<file path="src/rtl/layer_sequencer_if.sv">
// rtl/layer_sequencer_if.sv - operand RAM and output manager bus of the layer sequencer
interface layer_sequencer_if #(
    parameter int IA_W = 4,
    parameter int WA_W = 7
);
    logic [IA_W-1:0] input_ram_address;
    logic            input_ram_enable;
    logic [15:0]     input_ram_data;
    logic [WA_W-1:0] weight_ram_address;
    logic            weight_ram_enable;
    logic [15:0]     weight_ram_data;
    logic            mgr_clear;
    logic            mgr_en;
    logic [15:0]     active_z;
    logic [15:0]     active_m;
    logic            next_element;
    logic            last_element;
    logic            mgr_finished;

    modport master (
        output input_ram_address, input_ram_enable,
        input  input_ram_data,
        output weight_ram_address, weight_ram_enable,
        input  weight_ram_data,
        output mgr_clear, mgr_en, active_z, active_m, next_element, last_element,
        input  mgr_finished
    );

    modport slave (
        input  input_ram_address, input_ram_enable,
        output input_ram_data,
        input  weight_ram_address, weight_ram_enable,
        output weight_ram_data,
        input  mgr_clear, mgr_en, active_z, active_m, next_element, last_element,
        output mgr_finished
    );
endinterface

</file>
<file path="src/rtl/layer_sequencer.sv">
// rtl/layer_sequencer.sv - streams every (z, m) operand pair of one layer pass into the output manager
module layer_sequencer #(
    parameter int N_INPUTS = 16,
    parameter int IA_W     = 4,
    parameter int WA_W     = 7,
    parameter int WDOG     = 32
) (
    input  logic                clock,
    input  logic                clear,
    input  logic                start,
    input  logic                pause,
    layer_sequencer_if.master   bus,
    output logic                busy,
    output logic                done,
    output logic                error
);
    typedef enum logic [2:0] {IDLE, CLR, STREAM, DRAIN, WB, DONE} state_t;

    localparam int N_ELEM = 8 * N_INPUTS;
    localparam int WD_W   = $clog2(WDOG + 1);
    localparam logic [WA_W-1:0] LAST_ELEM = WA_W'(N_ELEM - 1);
    localparam logic [WD_W-1:0] WDOG_LAST = WD_W'(WDOG - 1);

    state_t          state;
    logic [WA_W-1:0] elem;
    logic [WD_W-1:0] wdog;
    logic            issue;

    // Flat element index: weight address is i*8+j, so z address is simply elem/8.
    assign issue                  = (state == STREAM) && !pause;
    assign bus.input_ram_enable   = issue;
    assign bus.weight_ram_enable  = issue;
    assign bus.weight_ram_address = elem;
    assign bus.input_ram_address  = IA_W'(elem >> 3);
    assign bus.active_z           = bus.input_ram_data;
    assign bus.active_m           = bus.weight_ram_data;

    always_ff @(posedge clock) begin
        if (clear) begin
            state            <= IDLE;
            elem             <= '0;
            wdog             <= '0;
            bus.mgr_clear    <= 1'b0;
            bus.mgr_en       <= 1'b0;
            bus.next_element <= 1'b0;
            bus.last_element <= 1'b0;
            busy             <= 1'b0;
            done             <= 1'b0;
            error            <= 1'b0;
        end else begin
            // RAM data lands one cycle after the read strobe.
            bus.next_element <= issue;
            bus.mgr_clear    <= 1'b0;
            done             <= 1'b0;
            case (state)
                IDLE: begin
                    if (start) begin
                        state         <= CLR;
                        bus.mgr_clear <= 1'b1;
                        busy          <= 1'b1;
                        error         <= 1'b0;
                    end
                end
                CLR: begin
                    elem  <= '0;
                    state <= STREAM;
                end
                STREAM: begin
                    if (!pause) begin
                        if (elem == LAST_ELEM) begin
                            elem  <= '0;
                            state <= DRAIN;
                        end else begin
                            elem <= elem + 1'b1;
                        end
                    end
                end
                DRAIN: begin
                    state            <= WB;
                    bus.last_element <= 1'b1;
                    bus.mgr_en       <= 1'b1;
                    wdog             <= '0;
                end
                WB: begin
                    if (bus.mgr_finished) begin
                        state            <= DONE;
                        done             <= 1'b1;
                        bus.last_element <= 1'b0;
                        bus.mgr_en       <= 1'b0;
                    end else if (wdog == WDOG_LAST) begin
                        // Write-back never completed: abandon the pass without done.
                        state            <= IDLE;
                        error            <= 1'b1;
                        busy             <= 1'b0;
                        bus.last_element <= 1'b0;
                        bus.mgr_en       <= 1'b0;
                    end else begin
                        wdog <= wdog + 1'b1;
                    end
                end
                DONE: begin
                    state <= IDLE;
                    busy  <= 1'b0;
                end
                default: state <= IDLE;
            endcase
        end
    end
endmodule

</file>
<file path="src/flat_wrapper.sv">
// flat-port wrapper written by rule: the top's interface ports become plain ports
module layer_sequencer_flat 
#(
    parameter int N_INPUTS = 16,
    parameter int IA_W     = 4,
    parameter int WA_W     = 7,
    parameter int WDOG     = 32
)
  (clock, clear, start, pause, busy, done, error, bus_input_ram_address, bus_input_ram_enable, bus_input_ram_data, bus_weight_ram_address, bus_weight_ram_enable, bus_weight_ram_data, bus_mgr_clear, bus_mgr_en, bus_active_z, bus_active_m, bus_next_element, bus_last_element, bus_mgr_finished);
  layer_sequencer_if #(.IA_W(IA_W), .WA_W(WA_W)) bus_i ();
  input  logic clock;
  input  logic clear;
  input  logic start;
  input  logic pause;
  output logic busy;
  output logic done;
  output logic error;
  output wire logic [$bits(bus_i.input_ram_address)-1:0] bus_input_ram_address;
  output wire logic [$bits(bus_i.input_ram_enable)-1:0] bus_input_ram_enable;
  input wire logic [$bits(bus_i.input_ram_data)-1:0] bus_input_ram_data;
  output wire logic [$bits(bus_i.weight_ram_address)-1:0] bus_weight_ram_address;
  output wire logic [$bits(bus_i.weight_ram_enable)-1:0] bus_weight_ram_enable;
  input wire logic [$bits(bus_i.weight_ram_data)-1:0] bus_weight_ram_data;
  output wire logic [$bits(bus_i.mgr_clear)-1:0] bus_mgr_clear;
  output wire logic [$bits(bus_i.mgr_en)-1:0] bus_mgr_en;
  output wire logic [$bits(bus_i.active_z)-1:0] bus_active_z;
  output wire logic [$bits(bus_i.active_m)-1:0] bus_active_m;
  output wire logic [$bits(bus_i.next_element)-1:0] bus_next_element;
  output wire logic [$bits(bus_i.last_element)-1:0] bus_last_element;
  input wire logic [$bits(bus_i.mgr_finished)-1:0] bus_mgr_finished;
  assign bus_input_ram_address = bus_i.input_ram_address;
  assign bus_input_ram_enable = bus_i.input_ram_enable;
  assign bus_i.input_ram_data = bus_input_ram_data;
  assign bus_weight_ram_address = bus_i.weight_ram_address;
  assign bus_weight_ram_enable = bus_i.weight_ram_enable;
  assign bus_i.weight_ram_data = bus_weight_ram_data;
  assign bus_mgr_clear = bus_i.mgr_clear;
  assign bus_mgr_en = bus_i.mgr_en;
  assign bus_active_z = bus_i.active_z;
  assign bus_active_m = bus_i.active_m;
  assign bus_next_element = bus_i.next_element;
  assign bus_last_element = bus_i.last_element;
  assign bus_i.mgr_finished = bus_mgr_finished;
  layer_sequencer #(.N_INPUTS(N_INPUTS), .IA_W(IA_W), .WA_W(WA_W), .WDOG(WDOG)) u_core (.clock(clock), .clear(clear), .start(start), .pause(pause), .bus(bus_i), .busy(busy), .done(done), .error(error));
endmodule
</file>
<file path="config.mk">
export PLATFORM = sky130hd
export DESIGN_NAME = layer_sequencer_flat
export DESIGN_NICKNAME = d
export VERILOG_FILES = /design/src/rtl/layer_sequencer_if.sv /design/src/rtl/layer_sequencer.sv /design/src/flat_wrapper.sv
export SDC_FILE = /design/constraint.sdc
export NUM_CORES = 1
export LEC_CHECK = 0
export BUFFER_PORTS_ARGS = -buffer_cell sky130_fd_sc_hd__buf_4
export CAP_MARGIN = 10
export CELL_PAD_IN_SITES_DETAIL_PLACEMENT = 1
export CELL_PAD_IN_SITES_GLOBAL_PLACEMENT = 1
export CORE_ASPECT_RATIO = 1.75
export CORE_MARGIN = 2
export CORE_UTILIZATION = 29
export CTS_BUF_LIST = sky130_fd_sc_hd__clkbuf_8 sky130_fd_sc_hd__clkbuf_16
export DETAILED_ROUTE_END_ITERATION = 8
export GPL_ROUTABILITY_DRIVEN = 0
export PLACE_DENSITY_LB_ADDON = 0.1
export SETUP_SLACK_MARGIN = 0.3
export SLEW_MARGIN = 20
export SYNTH_ARGS = -nofsm -noshare
export SYNTH_HDL_FRONTEND = slang
export SYNTH_SLANG_ARGS = --single-unit
</file>
<file path="constraint.sdc">
create_clock -name clock -period 1.8 [get_ports clock]
set_input_delay 0.27 -clock clock [delete_from_list [all_inputs] [get_ports clock]]
set_output_delay 0.27 -clock clock [all_outputs]
set_load 0.03 [all_outputs]
</file>
==> impl_summary.md <==
STA
Subtracting the final worst setup slack from the clock period gives between 1500 and 2000 ps. Setup violations remaining at the end of the flow were counted as 0. The transition at the pin with the smallest max-transition slack is ~370 ps.

The total negative slack for setup checks is 0 ps. The worst max-slew margin expressed relative to the limit is between 70% and 80%. The maximum clock frequency is ~0.60 GHz. The number of hold violations in the final report came to 0. Setup repair after global routing could not meet its margin everywhere. The post-route fraction of the period consumed by the critical path is 92.5%. The clock skew is about 2.9 ps. The final max-slew violation count was 0.

Worst setup path
The worst setup path is of the reg2out kind. The kind of cell with the highest combined delay along the critical path is simple AND/OR/NAND/NOR gates. At the worst endpoint, the arrival time is approximately 1400 ps.

The worst setup path is launched from a flop. For the worst setup path, the data required time is around 1500 ps. The number of buffer and inverter stages on the critical path is 2. In this design, the stage delay of the slowest critical-path cell is 530 ps. For the worst flop-to-flop path, the logic depth is 5. In this run the number of cells on the critical path is 3. The critical path endpoint category is an output port. On the critical path, the stage with the largest delay is an instance of sky130_fd_sc_hd__or4b_4. Walking the worst path, the cells encountered are or4b_4 > clkinvlp_4 > buf_6. The peak fanout along the critical path is 3.

Power
The standby leakage power is around 0.00062 µW. The total power density per cell area is ~690 nW/µm². The worst voltage drop across the vdd grid is approximately 0.00032 V.

Logic synthesis
The top flip-flop cell by instance count after synthesis is sky130_fd_sc_hd__dfxtp_1. The number of synthesized flops with an enable pin is 0. After synthesis the netlist holds a flip-flop and latch count of 22. The post-synthesis instance total is approximately 160. The share of synthesized area occupied by flip-flops and latches is between 30% and 40%. The number of warnings reported in the yosys synthesis log is 0.

Of all flip-flops after synthesis, the portion carrying an async set or reset was 0%. Counting distinct cell types in the post-synthesis netlist gives 40. The synthesized netlist net count is 200.

In this run the mean area of a mapped cell was 8.49 µm². The total standard cell area after synthesis is roughly 1400 µm².

Global routing
The via count of the first global-routing pass is 1141. The combined global-route utilization of all metal layers is 13.0%. The leftover overflow at the end of global routing is 0. Entering global routing, the biggest net connects 13 pins. The first global-routing pass estimated 5300 µm of wire. The initial antenna violation count is 0.

Clock tree
CTS saw 22 sinks. In this run, post-CTS hold repair placed 0 buffers. The number of clock buffers inserted by TritonCTS is 3. The maximum buffer depth of the clock tree is 2. TritonCTS built the clock tree.

The clock network latency to the later pin of the worst-skew pair is ~270 ps. After clock tree synthesis, the clock-pin slew on the worst setup and hold paths is 80 ps. CTS built an H-tree with a depth of 1. The clock root buffer is sky130_fd_sc_hd__clkbuf_8.

Finish
Registers take 460 µm². The area added between synthesis and finish is 13.0%. The library cell used most frequently in the layout, excluding fill and tap cells, is sky130_fd_sc_hd__buf_4. The number of fill cells in the layout is roughly 560.

The antenna cell count is 0. At the end of the flow, the number of nets in the layout was between 150 and 200. For this run, the share of the core covered by cells in the final layout is 33.4%. In the final layout, the multi-input gates occupy ~640 µm². In the layout the commonest cells are sky130_fd_sc_hd__buf_4 (36), sky130_fd_sc_hd__dfxtp_1 (16), sky130_fd_sc_hd__nor2_1 (11). Excluding fillers, the count of instances in the completed layout stands at about 210. The post-route netlist has roughly 45% of its cells at a drive strength greater than 1.

Detailed routing
The routed length per instance is roughly 16 µm. Using the TritonRoute via totals, the vias-per-cell ratio works out to ~5.1. The number of design-rule violations left by the first detailed-router iteration is 4. Once detail routing completed, the nets flagged for antenna violations numbered 0. The detailed router placed about 1100 vias in this run. In the routed design, unresolved DRC markers number 0. The number of search-and-repair iterations in the first detailed-routing pass is 2. For this block, the routed nets add up to roughly 3400 µm of wire.

Status
The run finished with clean final reports.

Floorplanning
The die outline height is between 90 and 100 µm. The floorplan step defined a die boundary enclosing between 5000 and 6000 µm². The chip width is approximately 56 µm. During I/O placement, the number of pins put on the boundary was a little under 90. The starting utilization of the core area is just under 30%. Row generation in the floorplan step produced 33 rows. The floorplan core area is between 4000 and 5000 µm².

Placement
The number of input and output port buffers inserted is 24. The total instance count after detailed placement is 200. The wire-length estimate of the detail-placed layout is between 2000 and 3000 µm.

Min path
In this run the worst hold path is classified as in2reg. Along the worst hold path, the cell count comes to 2.

Job
The number of max-cap violations is 0.
per-layer routing:
| layer | wire (µm) | part of all wire [%] | vias to the layer above | global-route usage, % |
|---|---|---|---|---|
| met5 | 0 | 0 | - | 0 |
| met2 | 1960 | 57 | 64 | 25.3 |
| met4 | 56 | 1.6 | 0 | 5.36 |
| li1 | - | - | 505 | - |
| met3 | 296 | 8.6 | 5 | 6.71 |
| met1 | 1120 | 33 | 510 | 10.7 |
path summary, 6_finish.rpt:
path                          from                          endpoint  slack [ps]
setup reg to reg   u_core.state[0]  u_core.bus.weight_ram_address[5]         220
hold reg to reg     u_core.wdog[5]                    u_core.wdog[5]         490
setup / recovery   u_core.state[0]              bus_input_ram_enable         130
hold / removal    bus_mgr_finished                       u_core.done         300
state kept, by name, indices dropped and copies added, names as in the netlist:
signal	cells
u_core.bus.mgr_clear	1
u_core.bus.mgr_en	1
u_core.bus.next_element	1
u_core.bus.weight_ram_address	7
u_core.busy	1
u_core.done	1
u_core.error	1
u_core.state	3
u_core.wdog	6
timing repair:
action                                 4_1_cts  5_1_grt
setup endpoints to repair                   14       16
pin swaps                                    7        5
gates resized for setup                     15       16
endpoints found under the hold margin        0        0
buffers inserted                             4        3
cells by family after synthesis:
group / count (synthesis) / share of synthesized area, %
compound gates: 31 / 16.1
buf+inv: 52 / 26.4
xor+xnor: 6 / 3.85
simple gates: 48 / 19.6
flops: 22 / 32.2
fa+ha+maj: 2 / 1.83
final cells by class:
class | instances | area share, %
clock buffers | 4 | 3.57
inverters | 8 | 2.19
repair buffers | 38 | 19.0
multi-input cells | 87 | 41.2
well taps | 52 | 4.21
flip-flops and latches | 22 | 29.8
cells in the mapped netlist, types with 2 or more instances:
cell	instances	area [µm²]
sky130_fd_sc_hd__buf_4	38	285
sky130_fd_sc_hd__a21oi_1	12	60.1
sky130_fd_sc_hd__xnor2_1	6	52.6
sky130_fd_sc_hd__nor2_1	11	41.3
sky130_fd_sc_hd__nor3_1	5	25.0
sky130_fd_sc_hd__buf_1	2	7.51
sky130_fd_sc_hd__and2b_2	3	26.3
sky130_fd_sc_hd__or4b_4	2	27.5
sky130_fd_sc_hd__inv_1	8	30.0
sky130_fd_sc_hd__o21ai_0	4	20.0
sky130_fd_sc_hd__buf_6	3	33.8
sky130_fd_sc_hd__and2_1	2	12.5
sky130_fd_sc_hd__nand2_1	8	30.0
sky130_fd_sc_hd__a31oi_1	3	18.8
sky130_fd_sc_hd__dfxtp_1	22	440
sky130_fd_sc_hd__nand3_1	5	25.0
sky130_fd_sc_hd__nor4_1	3	18.8
sky130_fd_sc_hd__ha_1	2	25.0
power by group:
part / switching (µW) / internal, µW / leakage, µW / total [µW]
clock: 169 / 195 / 0.0000288 / 364
sequential: 14.5 / 499 / 0.000183 / 513
combinational: 107 / 79.9 / 0.000407 / 187
stage by stage:
step	setup WS [ps]	area [µm²]	hold slack (ps)	total power (µW)
after floorplan	196	1380	392	775
after global placement	159	1340	469	694
after detailed placement	149	1340	476	696
after CTS	85.0	1460	293	1090
after global routing	85.5	1540	312	1130
final	135	1540	302	1060
(Power assumes the default switching activity.)
